$ cat config.mk
export PLATFORM = sky130hd
export DESIGN_NAME = imem_loader
export DESIGN_NICKNAME = d
export VERILOG_FILES = /design/src/rtl/imem_loader_pkg.sv /design/src/rtl/imem_word_assembler.sv /design/src/rtl/imem_loader.sv
export SDC_FILE = /design/constraint.sdc
export NUM_CORES = 1
export LEC_CHECK = 0
export ABC_AREA = 1
export CAP_MARGIN = 20
export CORE_MARGIN = 4
export CORE_UTILIZATION = 58
export CTS_CLUSTER_DIAMETER = 120
export DETAILED_ROUTE_END_ITERATION = 10
export PLACE_DENSITY_LB_ADDON = 0.1
export SLEW_MARGIN = 20
export SYNTH_ARGS = -nofsm -noshare
export SYNTH_HDL_FRONTEND = slang
export SYNTH_SLANG_ARGS = --single-unit
export TNS_END_PERCENT = 50
$ cat constraint.sdc
create_clock -name clk -period 2.65 [get_ports clk]
set_input_delay 0.53 -clock clk [delete_from_list [all_inputs] [get_ports clk]]
set_output_delay 0.53 -clock clk [all_outputs]
set_load 0.01 [all_outputs]
$ cat src/rtl/imem_loader_pkg.sv
// imem_loader shared types: FSM state codes, stream framing and checksum width.
// Checksum support is compiled in with IMEM_LOADER_CHECKSUM_EN.
package imem_loader_pkg;

   localparam int LEN_BYTES  = 2;
   localparam int WORD_BYTES = 4;
   localparam int CSUM_W     = 8;

   typedef logic [2:0] state_t;

   localparam state_t S_IDLE   = 3'd0;
   localparam state_t S_LEN_LO = 3'd1;
   localparam state_t S_LEN_HI = 3'd2;
   localparam state_t S_DATA   = 3'd3;
   localparam state_t S_CSUM   = 3'd4;
   localparam state_t S_DRAIN  = 3'd5;
   localparam state_t S_DONE   = 3'd6;
   localparam state_t S_ERROR  = 3'd7;

endpackage

$ cat src/rtl/imem_word_assembler.sv
// Packs little-endian bytes into 32-bit words; optional running byte sum.
// Checksum accumulator present only with IMEM_LOADER_CHECKSUM_EN.
module imem_word_assembler
   import imem_loader_pkg::*;
(
   input  logic        clk,
   input  logic        rst,
   input  logic        clr_i,
   input  logic        byte_en_i,
   input  logic [7:0]  byte_i,
   output logic        byte_last_o,
   output logic        word_valid_o,
   output logic [31:0] word_o
`ifdef IMEM_LOADER_CHECKSUM_EN
   ,
   output logic [CSUM_W-1:0] sum_o
`endif
);

   logic [1:0]  cnt_q, cnt_d;
   logic [23:0] pack_q, pack_d;
   logic [31:0] word_q, word_d;
   logic        valid_q, valid_d;

   assign byte_last_o  = (cnt_q == 2'(WORD_BYTES - 1));
   assign word_valid_o = valid_q;
   assign word_o       = word_q;

   // Earlier bytes enter from the top so the first byte ends up in [7:0].
   always_comb begin
      cnt_d   = cnt_q;
      pack_d  = pack_q;
      word_d  = word_q;
      valid_d = byte_en_i && byte_last_o;
      if (clr_i) begin
         cnt_d  = '0;
         pack_d = '0;
      end else if (byte_en_i) begin
         cnt_d  = cnt_q + 2'd1;
         pack_d = {byte_i, pack_q[23:8]};
         if (byte_last_o) word_d = {byte_i, pack_q};
      end
   end

   always_ff @(posedge clk) begin
      if (rst) begin
         cnt_q   <= '0;
         pack_q  <= '0;
         word_q  <= '0;
         valid_q <= 1'b0;
      end else begin
         cnt_q   <= cnt_d;
         pack_q  <= pack_d;
         word_q  <= word_d;
         valid_q <= valid_d;
      end
   end

`ifdef IMEM_LOADER_CHECKSUM_EN
   logic [CSUM_W-1:0] sum_q, sum_d;

   assign sum_o = sum_q;

   always_comb begin
      sum_d = sum_q;
      if (clr_i) sum_d = '0;
      else if (byte_en_i) sum_d = sum_q + byte_i;
   end

   always_ff @(posedge clk) begin
      if (rst) sum_q <= '0;
      else     sum_q <= sum_d;
   end
`endif

endmodule

$ cat src/rtl/imem_loader.sv
// Boot loader: byte stream -> imem writes, holding the core until done.
// Define IMEM_LOADER_CHECKSUM_EN to require a trailing checksum byte.
module imem_loader
   import imem_loader_pkg::*;
#(
   parameter int ADDR_W         = 14,
   parameter int BASE_ADDR      = 0,
   parameter int TIMEOUT_CYCLES = 1000000
) (
   input  logic              clk,
   input  logic              rst,
   input  logic              start,
   input  logic              s_valid,
   input  logic [7:0]        s_data,
   output logic              s_ready,
   output logic              write_en,
   output logic [ADDR_W-1:0] write_addr,
   output logic [31:0]       write_data,
   output logic              core_hold,
   output logic              load_done,
   output logic              load_error
);

   localparam int LenW = LEN_BYTES * 8;

`ifdef IMEM_LOADER_CHECKSUM_EN
   localparam state_t AfterData = S_CSUM;
`else
   localparam state_t AfterData = S_DRAIN;
`endif

   state_t            state_q, state_d;
   logic [7:0]        len_lo_q, len_lo_d;
   logic [LenW-1:0]   len_q, len_d;
   logic [LenW-1:0]   wcnt_q, wcnt_d;
   logic [ADDR_W-1:0] addr_q, addr_d;
   logic [31:0]       idle_q, idle_d;

   logic            accept, data_byte, clr, byte_last;
   logic            word_last, len_bad, tmo;
   logic [LenW-1:0] len_n;

   assign s_ready = (state_q == S_LEN_LO) || (state_q == S_LEN_HI)
                 || (state_q == S_DATA)   || (state_q == S_CSUM);
   assign accept    = s_valid && s_ready;
   assign data_byte = accept && (state_q == S_DATA);
   assign len_n     = {s_data, len_lo_q};
   assign len_bad   = 33'(len_n) > (33'd1 << ADDR_W);
   assign word_last = byte_last
                   && ((17'(wcnt_q) + 17'd1) == 17'(len_q));
   assign tmo = (TIMEOUT_CYCLES != 0)
             && ((idle_q + 32'd1) == 32'(TIMEOUT_CYCLES));

   assign write_addr = addr_q;
   assign core_hold  = (state_q != S_DONE);
   assign load_done  = (state_q == S_DONE);
   assign load_error = (state_q == S_ERROR);

`ifdef IMEM_LOADER_CHECKSUM_EN
   logic [CSUM_W-1:0] sum;
   logic              csum_ok;

   assign csum_ok = ((sum + s_data) == '0);
`endif

   imem_word_assembler u_asm (
      .clk          (clk),
      .rst          (rst),
      .clr_i        (clr),
      .byte_en_i    (data_byte),
      .byte_i       (s_data),
      .byte_last_o  (byte_last),
      .word_valid_o (write_en),
      .word_o       (write_data)
`ifdef IMEM_LOADER_CHECKSUM_EN
      ,
      .sum_o        (sum)
`endif
   );

   always_comb begin
      state_d  = state_q;
      len_lo_d = len_lo_q;
      len_d    = len_q;
      wcnt_d   = wcnt_q;
      addr_d   = addr_q;
      clr      = 1'b0;
      idle_d   = (!s_ready || accept) ? '0 : idle_q + 32'd1;
      if (write_en) addr_d = addr_q + 1'b1;
      case (state_q)
         S_IDLE, S_DONE, S_ERROR: begin
            if (start) begin
               state_d = S_LEN_LO;
               clr     = 1'b1;
               wcnt_d  = '0;
               addr_d  = ADDR_W'(BASE_ADDR);
            end
         end
         S_LEN_LO: begin
            if (accept) begin
               len_lo_d = s_data;
               state_d  = S_LEN_HI;
            end
         end
         S_LEN_HI: begin
            if (accept) begin
               len_d = len_n;
               if (len_bad)         state_d = S_ERROR;
               else if (len_n == 0) state_d = AfterData;
               else                 state_d = S_DATA;
            end
         end
         S_DATA: begin
            if (data_byte && byte_last) begin
               wcnt_d = wcnt_q + 1'b1;
               if (word_last) state_d = AfterData;
            end
         end
`ifdef IMEM_LOADER_CHECKSUM_EN
         S_CSUM: begin
            if (accept) state_d = csum_ok ? S_DRAIN : S_ERROR;
         end
`endif
         S_DRAIN: state_d = S_DONE;
         default: state_d = S_IDLE;
      endcase
      // An accepted byte beats a coincident timeout.
      if (s_ready && !accept && tmo) state_d = S_ERROR;
   end

   always_ff @(posedge clk) begin
      if (rst) begin
         state_q  <= S_IDLE;
         len_lo_q <= '0;
         len_q    <= '0;
         wcnt_q   <= '0;
         addr_q   <= ADDR_W'(BASE_ADDR);
         idle_q   <= '0;
      end else begin
         state_q  <= state_d;
         len_lo_q <= len_lo_d;
         len_q    <= len_d;
         wcnt_q   <= wcnt_d;
         addr_q   <= addr_d;
         idle_q   <= idle_d;
      end
   end

endmodule

==> results.md, run 1 <==
Floorplanning:
- The placeable core region is roughly 0.012 mm2.
- Once the floorplan was initialized, standard cells occupied approximately three fifths of the core.
- The floorplan has 39 rows.
- The vertical die dimension is 117 um.
- The die area is 0.0138 mm2.
- The I/O pin count is 63.
- The die is between 100 and 150 um wide.

STA:
- Clock skew on the completed layout was measured at 5.86 ps.
- After routing, the total negative slack on setup checks comes to 0 ps.
- The max-slew violation count was 0.
- Setup repair after global routing left no endpoint under its margin.
- The share of the cycle needed by the critical path after routing is 92.0%.
- The total setup violations reported at the end of the flow is 0.
- Headroom to the max-slew limit came out at 63.7%.
- The number of hold violations in the final report is 0.
- The maximum operating frequency is 410 MHz.
- The post-layout worst setup margin is roughly 210 ps.
- The worst hold slack is 462 ps.
- The post-layout minimum cycle time is ~2400 ps.
- The actual slew at the worst max-slew pin is 540 ps.

Place:
- Routability-driven placement finished with a final weighted congestion of 0.908.
- Prior to clock tree synthesis, the placed netlist has a worst setup slack of 358 ps.
- Port buffering added slightly above 60 buffers.
- The area of placed instances is between 0.007 and 0.008 mm2.
- The placed wire-length estimate is approximately 12 mm.

Clocking:
- The number of resized instances in the post-cts repair step is 0.
- The number of sinks handled by clock tree synthesis is between 100 and 150.
- The hold buffer count at cts is 0.
- The number of setup buffers added after CTS is 0.
- The clock-pin slew of the registers on the worst-case setup and hold paths is 60 ps.
- The CTS tree is yes.
- The maximum number of buffers from clock root to sink is 2.
- The clock reaches the later pin of the worst-skew pair after 420 ps.
- In this run, CTS created clock tree buffers numbering 17.
- The depth of the CTS H-tree is 4.
- The clock tree root buffer cell is clkbuf_16.

Global routing:
- The most utilized layer in the global route result is met2.
- Global routing finished with a remaining overflow of 0.
- For this run, the total global-route usage over all layers was measured as 24.5%.
- The initial antenna violation count came to 0.
- Global routing consumed, on the met3 layer, under 10% of the routing resources.
- The met1 demand-to-capacity share in global routing is 33.2%.
- The global-route wire length before repair is between 20 and 30 mm.
- The number of global-route vias before repair was 6055.
- Entering global routing, the biggest net connects 50 pins.
- Global routing used 38.6% of the available met2 tracks.

Critical path:
- For the worst setup path, the data required time is roughly 2100 ps.
- In this run the worst path has a maximum fanout of 7.
- STA classifies the critical path startpoint as a register.
- The depth of the worst register-to-register path is 15.
- Across all register-to-register paths, the minimum setup slack is ~460 ps.
- The beginning of the worst register-to-register path is idle_q[0].
- The worst setup path is captured at an output port.
- The critical path is of the reg -> out type.
- The signal arrival time at the worst endpoint is between 1500 and 2000 ps.
- The worst register-to-register path ends at state_q[2].

Route:
- Detailed routing inserted a total of 6376 vias.
- The post-detailed-route count of antenna-violating nets is 0.
- In the routed layout, each cell is associated on average with a via count of 5.26.
- In the routed design, unresolved DRC markers number 0.
- The number of search-and-repair iterations in the first detailed-routing pass is 5.
- The wire length after detailed routing is 16.5 mm.
- The starting DRC count in detailed routing is 540.
- After detailed routing, the average wire length per cell comes to 13.6 um.

Final layout:
- After the last flow step, the layout net total stands at approximately 1100.
- The fraction of final layout cells with drive strength greater than 1 is ~8.3%.
- In the final layout, flip-flops and latches occupy just under 0.003 mm2.
- The total of fill cells in the finished design is 961.
- The area occupied by multi-input gates is 0.00347 mm2.
- The area added between synthesis and finish is 20.3%.
- Once layout is done, the placed cells without fillers occupy between 0.008 and 0.009 mm2.
- The number of inserted diodes is 0.
- The end-of-flow core utilization is approximately 72%.

Synthesis:
- In the post-synthesis netlist, the cell with the most instances is nand2_1.
- Of the post-synthesis cell area, the dominant cell type holds between 40% and 50%.
- The mapped netlist covers around 0.0069 mm2.
- The number of enable flip-flop cells after synthesis is 0.
- The fraction of synthesis flops using an asynchronous set or reset pin is 0%.
- During synthesis, Yosys emitted a total of 0 warnings.
- Of all cell types, the one taking the most synthesized area is dfxtp_1.
- The post-synthesis sequential area ratio is 42.7%.
- After synthesis, the cell types taking the most area are dfxtp_1 (43%), nand2_1 (15%), a21oi_1 (8.2%), nor2_1 (5.4%), inv_1 (5.0%).
- Counting every instance in the synthesized netlist gives 994.
- In this run, distinct cell masters in the synthesized netlist total 37.
- In this run, synthesis produced a sequential element count of 148.
- By count the netlist is led by nand2_1 (285), dfxtp_1 (148), a21oi_1 (113), nor2_1 (99), inv_1 (93).
- The net count of the mapped netlist is 1010.
- The prevailing post-synth register cell is dfxtp_1.
- Averaged over all synthesized cells, the footprint is approximately 7 um2.

Hold path:
- The min-delay analysis places its worst path in the category reg -> reg.
- In this run the most critical hold path is launched from u_asm.pack_q[5].
- The sink of the worst hold path is u_asm.pack_q[5].
- The cell depth of the worst min-delay path is 2.

Run:
- The total of max-cap violations is 0.

Power:
- For this design the ratio of total power to cell area is 704 mW/mm2.
- For this design the static power due to leakage is 3.04 nW.
- The worst-case IR drop observed on VDD is around 0.54 mV.

Status:
- The flow ran to the end, and the final reports show no timing, DRC or antenna violations.
==> cell type report <==
class                           count  share of cell area [%]
Tap cell                          143                    2.14
Timing Repair Buffer               76                    8.64
Sequential cell                   148                    35.5
Inverter                           99                    4.45
Clock inverter                     15                    2.62
Multi-Input combinational cell    714                    41.5
Clock buffer                       17                    5.10
==> logic make-up (layout without fill, tap and decap cells) <==
kind of cell / count (synthesis) / count (layout) / share of synthesized area, %
buffers and inverters: 132 / 207 / 7.29
adders and majority gates: 4 / 4 / 0.722
xor gates and xnor gates: 32 / 32 / 4.04
AOI/OAI and AO/OA: 159 / 159 / 11.9
and+or+nand+nor: 519 / 519 / 33.3
DFF: 148 / 148 / 42.7
==> worst max-delay path, cell delays in order, from the launching register on <==
cell,delay [ps]
dfxtp_1,450
inv_1,90
nor2_1,100
inv_1,60
nor2_1,200
clkdlybuf4s50_1,580
==> how the worst max path moves through the flow <==
stage | start | end | slack, ps
5_1_grt | state_q[1] | load_done | 80
4_1_cts | state_q[1] | load_done | 200
3_3_place_gp | s_valid | state_q[1] | 410
6_report | state_q[1] | load_done | 210
3_5_place_dp | s_valid | state_q[1] | 360
2_1_floorplan | idle_q[0] | state_q[2] | 820
==> sequential cells by signal, indices dropped and copies added, names as in the netlist <==
name and count:
idle_q 32, u_asm.pack_q 24, wcnt_q 16, len_lo_q 8, u_asm.word_o 32, state_q 3
write_addr 14, u_asm.cnt_q 2, len_q 16, u_asm.word_valid_o 1
==> layout by cell type (no fill, tap or decap), drive strengths merged <==
master,synthesis,layout
clkinv,0,3
clkdlybuf4s50,0,61
bufinv,0,4
dfxtp,148,148
nor2,114,114
clkinvlp,0,1
o21a,2,2
a21oi,113,113
o31ai,1,1
nand3,63,63
nor4,2,2
buf,9,15
xor2,21,21
nor3b,1,1
nand2,296,296
or2,1,1
ha,4,4
xnor2,11,11
inv,99,106
clkbuf,24,17
and2,1,1
o21ai,39,39
o211ai,1,1
a211oi,1,1
a31oi,1,1
nand4,15,15
and3,1,1
nand3b,4,4
o21bai,1,1
nor3,21,21
==> per-layer routing <==
| metal | wire length [um] | up-vias |
|---|---|---|
| met5 | 0 | - |
| li1 | - | 3312 |
| met1 | 8000 | 2936 |
| met4 | 207 | 0 |
| met3 | 747 | 22 |
| met2 | 7550 | 106 |
==> per-stage QoR <==
| step | std cells | total power [W] |
|---|---|---|
| after global routing | 1212 | 0.00614 |
| after global placement | 1180 | 0.00330 |
| after detailed placement | 1180 | 0.00331 |
| after CTS | 1212 | 0.00591 |
| final | 1212 | 0.00588 |
| after floorplan | 994 | 0.00302 |
==> where the power goes <==
| group | internal, W | switching [W] | total [W] |
|---|---|---|---|
| Combinational | 0.000273 | 0.000595 | 0.000868 |
| Clock | 0.00161 | 0.00100 | 0.00261 |
| Sequential | 0.00233 | 0.0000714 | 0.00240 |
| Total | 0.00420 | 0.00167 | 0.00588 |
No activity file was read; power rests on OpenSTA's default activity.
==> run 2, diff against run 1 <==
--- a/config.mk
+++ b/config.mk
@@ -7,5 +7,4 @@
 export LEC_CHECK = 0
 export ABC_AREA = 1
-export CAP_MARGIN = 20
 export CORE_MARGIN = 4
 export CORE_UTILIZATION = 58
@@ -16,4 +15,5 @@
 export SYNTH_ARGS = -nofsm -noshare
 export SYNTH_HDL_FRONTEND = slang
+export SYNTH_HIERARCHICAL = 1
 export SYNTH_SLANG_ARGS = --single-unit
 export TNS_END_PERCENT = 50
==> constraint.sdc (replaced) <==
create_clock -name clk -period 2.65 [get_ports clk]
set_input_delay 0.53 -clock clk [delete_from_list [all_inputs] [get_ports clk]]
set_output_delay 0.53 -clock clk [all_outputs]
set_load 0.02 [all_outputs]
==> run 2 against run 1 <==
Flip-flop and latch count did not move. Clock skew barely moved. Core utilization fell by 0.58 points. Maximum frequency fell by 2.1%. Cell area rose by 4.3%. Register-to-register slack barely moved. Combinational power rose by 2%. First-iteration DRC count rose by 13%. Total power fell by 1.1%. Via count rose by 6.0%.
==> results.md, run 2 <==
STA:
- The final setup TNS is 0 ps (unchanged).
- The worst slew margin relative to its limit is 59.6% (was 63.7%).
- The post-layout worst setup margin is 160 ps (was 212 ps).
- The max-slew violation count is 0 (unchanged).
- The total setup violations reported at the end of the flow is 0 (unchanged).
- The setup clock skew after layout is 5.99 ps (was 5.86 ps).
- The maximum operating frequency is 402 MHz (was 410 MHz).
- The actual slew at the worst max-slew pin is 605 ps (was 540 ps).
- The number of hold violations in the final report was 0 (unchanged).
- The post-layout minimum cycle time is 2490 ps (was 2440 ps).
- The share of the cycle needed by the critical path after routing is 94.0% (was 92.0%).
- Setup repair after global routing missed its margin: false (unchanged).

Synthesis:
- Ranking of synthesized cells by area: dfxtp_1 (41%), nand2_1 (15%), nor2_1 (11%), inv_1 (7.3%), nand3_1 (3.7%) (was dfxtp_1 (43%), nand2_1 (15%), a21oi_1 (8.2%), nor2_1 (5.4%), inv_1 (5.0%)).
- The number of cells produced by synthesis came to 1090 (was 994).
- The netlist area before placement is 0.00728 mm2 (was 0.00693 mm2).
- The post-synthesis sequential area ratio came to 40.7% (was 42.7%).
- The net count of the mapped netlist is 1107 (was 1010).
- The biggest area consumer among synthesized cells is dfxtp_1 (unchanged).
- The number of enable flip-flop cells after synthesis is 0 (unchanged).
- The count of state elements after synthesis is 148 (unchanged).
- The number of distinct library cells after synthesis is 40 (was 37).
- The prevailing post-synth register cell is dfxtp_1 (unchanged).
- The average cell area after synthesis is 6.67 um2 (was 6.98 um2).
- The area fraction of the dominant cell type after synthesis is 40.7% (was 42.7%).
- Cell types with the highest counts after synthesis: nand2_1 (286), nor2_1 (206), dfxtp_1 (148), inv_1 (142), nand3_1 (54) (was nand2_1 (285), dfxtp_1 (148), a21oi_1 (113), nor2_1 (99), inv_1 (93)).
- The count of yosys warnings during synthesis is 6 (was 0).
- The most common cell in the synthesized netlist is nand2_1 (unchanged).
- The fraction of synthesis flops using an asynchronous set or reset pin is 0% (unchanged).

Final layout:
- The total of fill cells in the finished design was 1014 (was 961).
- The sequential cell area is 0.00296 mm2 (unchanged).
- The number of inserted diodes is 0 (unchanged).
- Top library cells by usage in the layout, fill and taps aside: nand2_1 (286), nor2_1 (205), dfxtp_1 (148) (was nand2_1 (285), dfxtp_1 (148), a21oi_1 (113)).
- The fraction of final layout cells with drive strength greater than 1 is 7.33% (was 8.33%).
- The end-of-flow core utilization is 71.6% (was 72.2%).
- The area added between synthesis and finish was 19.6% (was 20.3%).
- The leading cell type in the layout, fill and taps excluded is nand2_1 (unchanged).
- The area occupied by multi-input gates was 0.00359 mm2 (was 0.00347 mm2).
- The net total in the final layout is 1177 (was 1072).

Clocking:
- The depth of the CTS H-tree came to 4 (unchanged).
- The clock-pin slew of the registers on the worst-case setup and hold paths is 60 ps (about the same).
- The number of sinks handled by clock tree synthesis is 148 (unchanged).
- The total CTS buffers is 17 (unchanged).
- The clock tree root buffer cell is clkbuf_16 (unchanged).
- The hold buffer count at cts is 0 (unchanged).
- The CTS tree is yes (unchanged).
- The maximum number of buffers from clock root to sink is 2 (unchanged).
- The clock latency reported for the late side of the worst-skew pair is 420 ps (about the same).

Global routing:
- The global-route wire length before repair was 29.7 mm (was 28.1 mm).
- The overall routing resource usage came to 25.2% (was 24.5%).
- The initial antenna violation count was 0 (unchanged).
- The total overflow reported by the global router came to 0 (unchanged).
- The pin count of the biggest net entering global routing is 33 (was 50).
- The number of global-route vias before repair is 6263 (was 6055).

Place:
- The worst slack after detailed placement came to 89.3 ps (was 358 ps).
- The placed wire-length estimate is 12.3 mm (was 11.6 mm).
- The last weighted congestion value of the routability-driven placer is 0.889 (was 0.908).
- The port buffer count came to 62 (unchanged).

Critical path:
- The maximum fanout encountered on the critical timing path is 5 (was 7).
- The data required time of the critical path is 2120 ps (about the same).
- The reg2reg setup slack was 450 ps (was 460 ps).
- The beginning of the worst register-to-register path is idle_q[0] (unchanged).
- The signal arrival time at the worst endpoint was 1960 ps (was 1910 ps).
- The class of the most critical setup path is reg -> out (unchanged).
- The capturing element type of the critical path is an output port (unchanged).
- The endpoint of the lowest-slack register-to-register path is state_q[2] (unchanged).
- The category of the worst setup path launch point is a register (unchanged).
- The depth of the worst register-to-register path came to 14 (was 15).

Floorplanning:
- The starting utilization of the core area was 59.8% (was 60.0%).
- The vertical die dimension is 120 um (was 117 um).
- The placeable core region came to 0.0122 mm2 (was 0.0116 mm2).
- The x dimension of the die is 120 um (was 117 um).
- The I/O pin count came to 63 (unchanged).
- The die area is 0.0144 mm2 (was 0.0138 mm2).
- The site row count is 40 (was 39).

Hold path:
- The sink of the worst hold path is u_asm/pack_q[4] (was u_asm.pack_q[5]).
- The hold path startpoint was u_asm/pack_q[4] (was u_asm.pack_q[5]).
- The cell depth of the worst min-delay path is 2 (unchanged).
- The path type of the worst min-delay path was reg -> reg (unchanged).

Power:
- The leakage power total is 3.70 nW (was 3.04 nW).
- The worst supply voltage drop on vdd is 0.640 mV (was 0.536 mV).
- The total power divided by cell area is 668 mW/mm2 (was 704 mW/mm2).

Route:
- The starting DRC count in detailed routing is 611 (was 540).
- The number of vias after detailed routing is 6759 (was 6376).
- The number of remaining DRC errors is 0 (unchanged).
- The via density per instance was 5.04 (was 5.26).
- The detailed-route wire length per cell came to 12.9 um (was 13.6 um).
- The number of search-and-repair iterations in the first detailed-routing pass is 5 (unchanged).
- The wire length after detailed routing is 17.3 mm (was 16.5 mm).
- The post-detailed-route count of antenna-violating nets is 0 (unchanged).

Status:
- Outcome: complete, no violations (unchanged).

Run:
- The total of max-cap violations was 0 (unchanged).
[run 2: cell types whose count changed in the layout (fill, tap and decap cells not counted), moves of 3 or more]
cell      change
o21ai_0       +7
clkinv_4      +3
nand2_4       -3
nor2_1      +106
inv_8         -3
inv_1        +49
buf_4         +3
o21ai_2       -3
a21oi_1      -60
nand3b_1      +5
nand3_1       -3
[run 2: how the worst max path moves through the flow]
stage	startpoint	cells after the start	endpoint	slack [ps]
after floorplan	idle_q[0]	12	state_q[0]	840
after global placement	s_data[1]	13	state_q[2]	120
after detailed placement	s_data[1]	13	state_q[2]	90
after CTS	state_q[1]	5	load_done	110
after global routing	state_q[1]	6	core_hold	50
final	state_q[1]	6	core_hold	160
[run 2: cell families (layout without fill, tap and decap cells)]
group           after synthesis  after routing  synth area share [%]
xor+xnor                     32             32                  4.16
buf+inv                     176            259                  9.92
compound gates               98             98                  6.84
fa+ha+maj                     5              5                 0.860
simple gates                630            630                  37.4
mux                           1              1                 0.138
flops                       148            148                  40.7
[run 2: timing repair]
action	CTS	global route
setup endpoints to repair	0	1
resized for setup	0	1
setup buffers	0	0
[run 2: final cells by class]
type | count | area share (%)
flip-flops and latches | 148 | 34.0
well taps | 168 | 2.41
inverters | 147 | 6.34
multi-input cells | 766 | 41.3
clock inverters | 13 | 1.98
clock buffers | 19 | 5.09
repair buffers | 80 | 8.85
[run 2: power by group]
part	switching (W)	internal (W)	leakage (nW)
Sequential	0.000101	0.00234	1.19
Clock	0.000970	0.00152	0.299
Combinational	0.000598	0.000288	2.20
[run 2: stage by stage]
step / area, um2 / std cells / hold slack (ps) / power, W
after floorplan: 7280 / 1090 / 439 / 0.00307
after global placement: 8090 / 1309 / 452 / 0.00335
after detailed placement: 8090 / 1309 / 459 / 0.00335
after CTS: 8700 / 1341 / 467 / 0.00583
after global routing: 8700 / 1341 / 490 / 0.00608
final: 8700 / 1341 / 463 / 0.00581
[run 2: routing by layer]
metal  global-route usage [%]  share of wire, %  up-vias
met3                     6.74               6.4       22
met4                     6.87               1.4        0
li1                         -                 -     3515
met5                        0                 0        -
met2                     37.5                43      196
met1                     36.0                49     3026
[run 2: critical path: stages (launching register included)]
cell	delay, ps
dfxtp_1	420
inv_1	110
nor2_1	110
inv_1	90
nor2_1	220
inv_1	60
clkdlybuf4s50_1	540
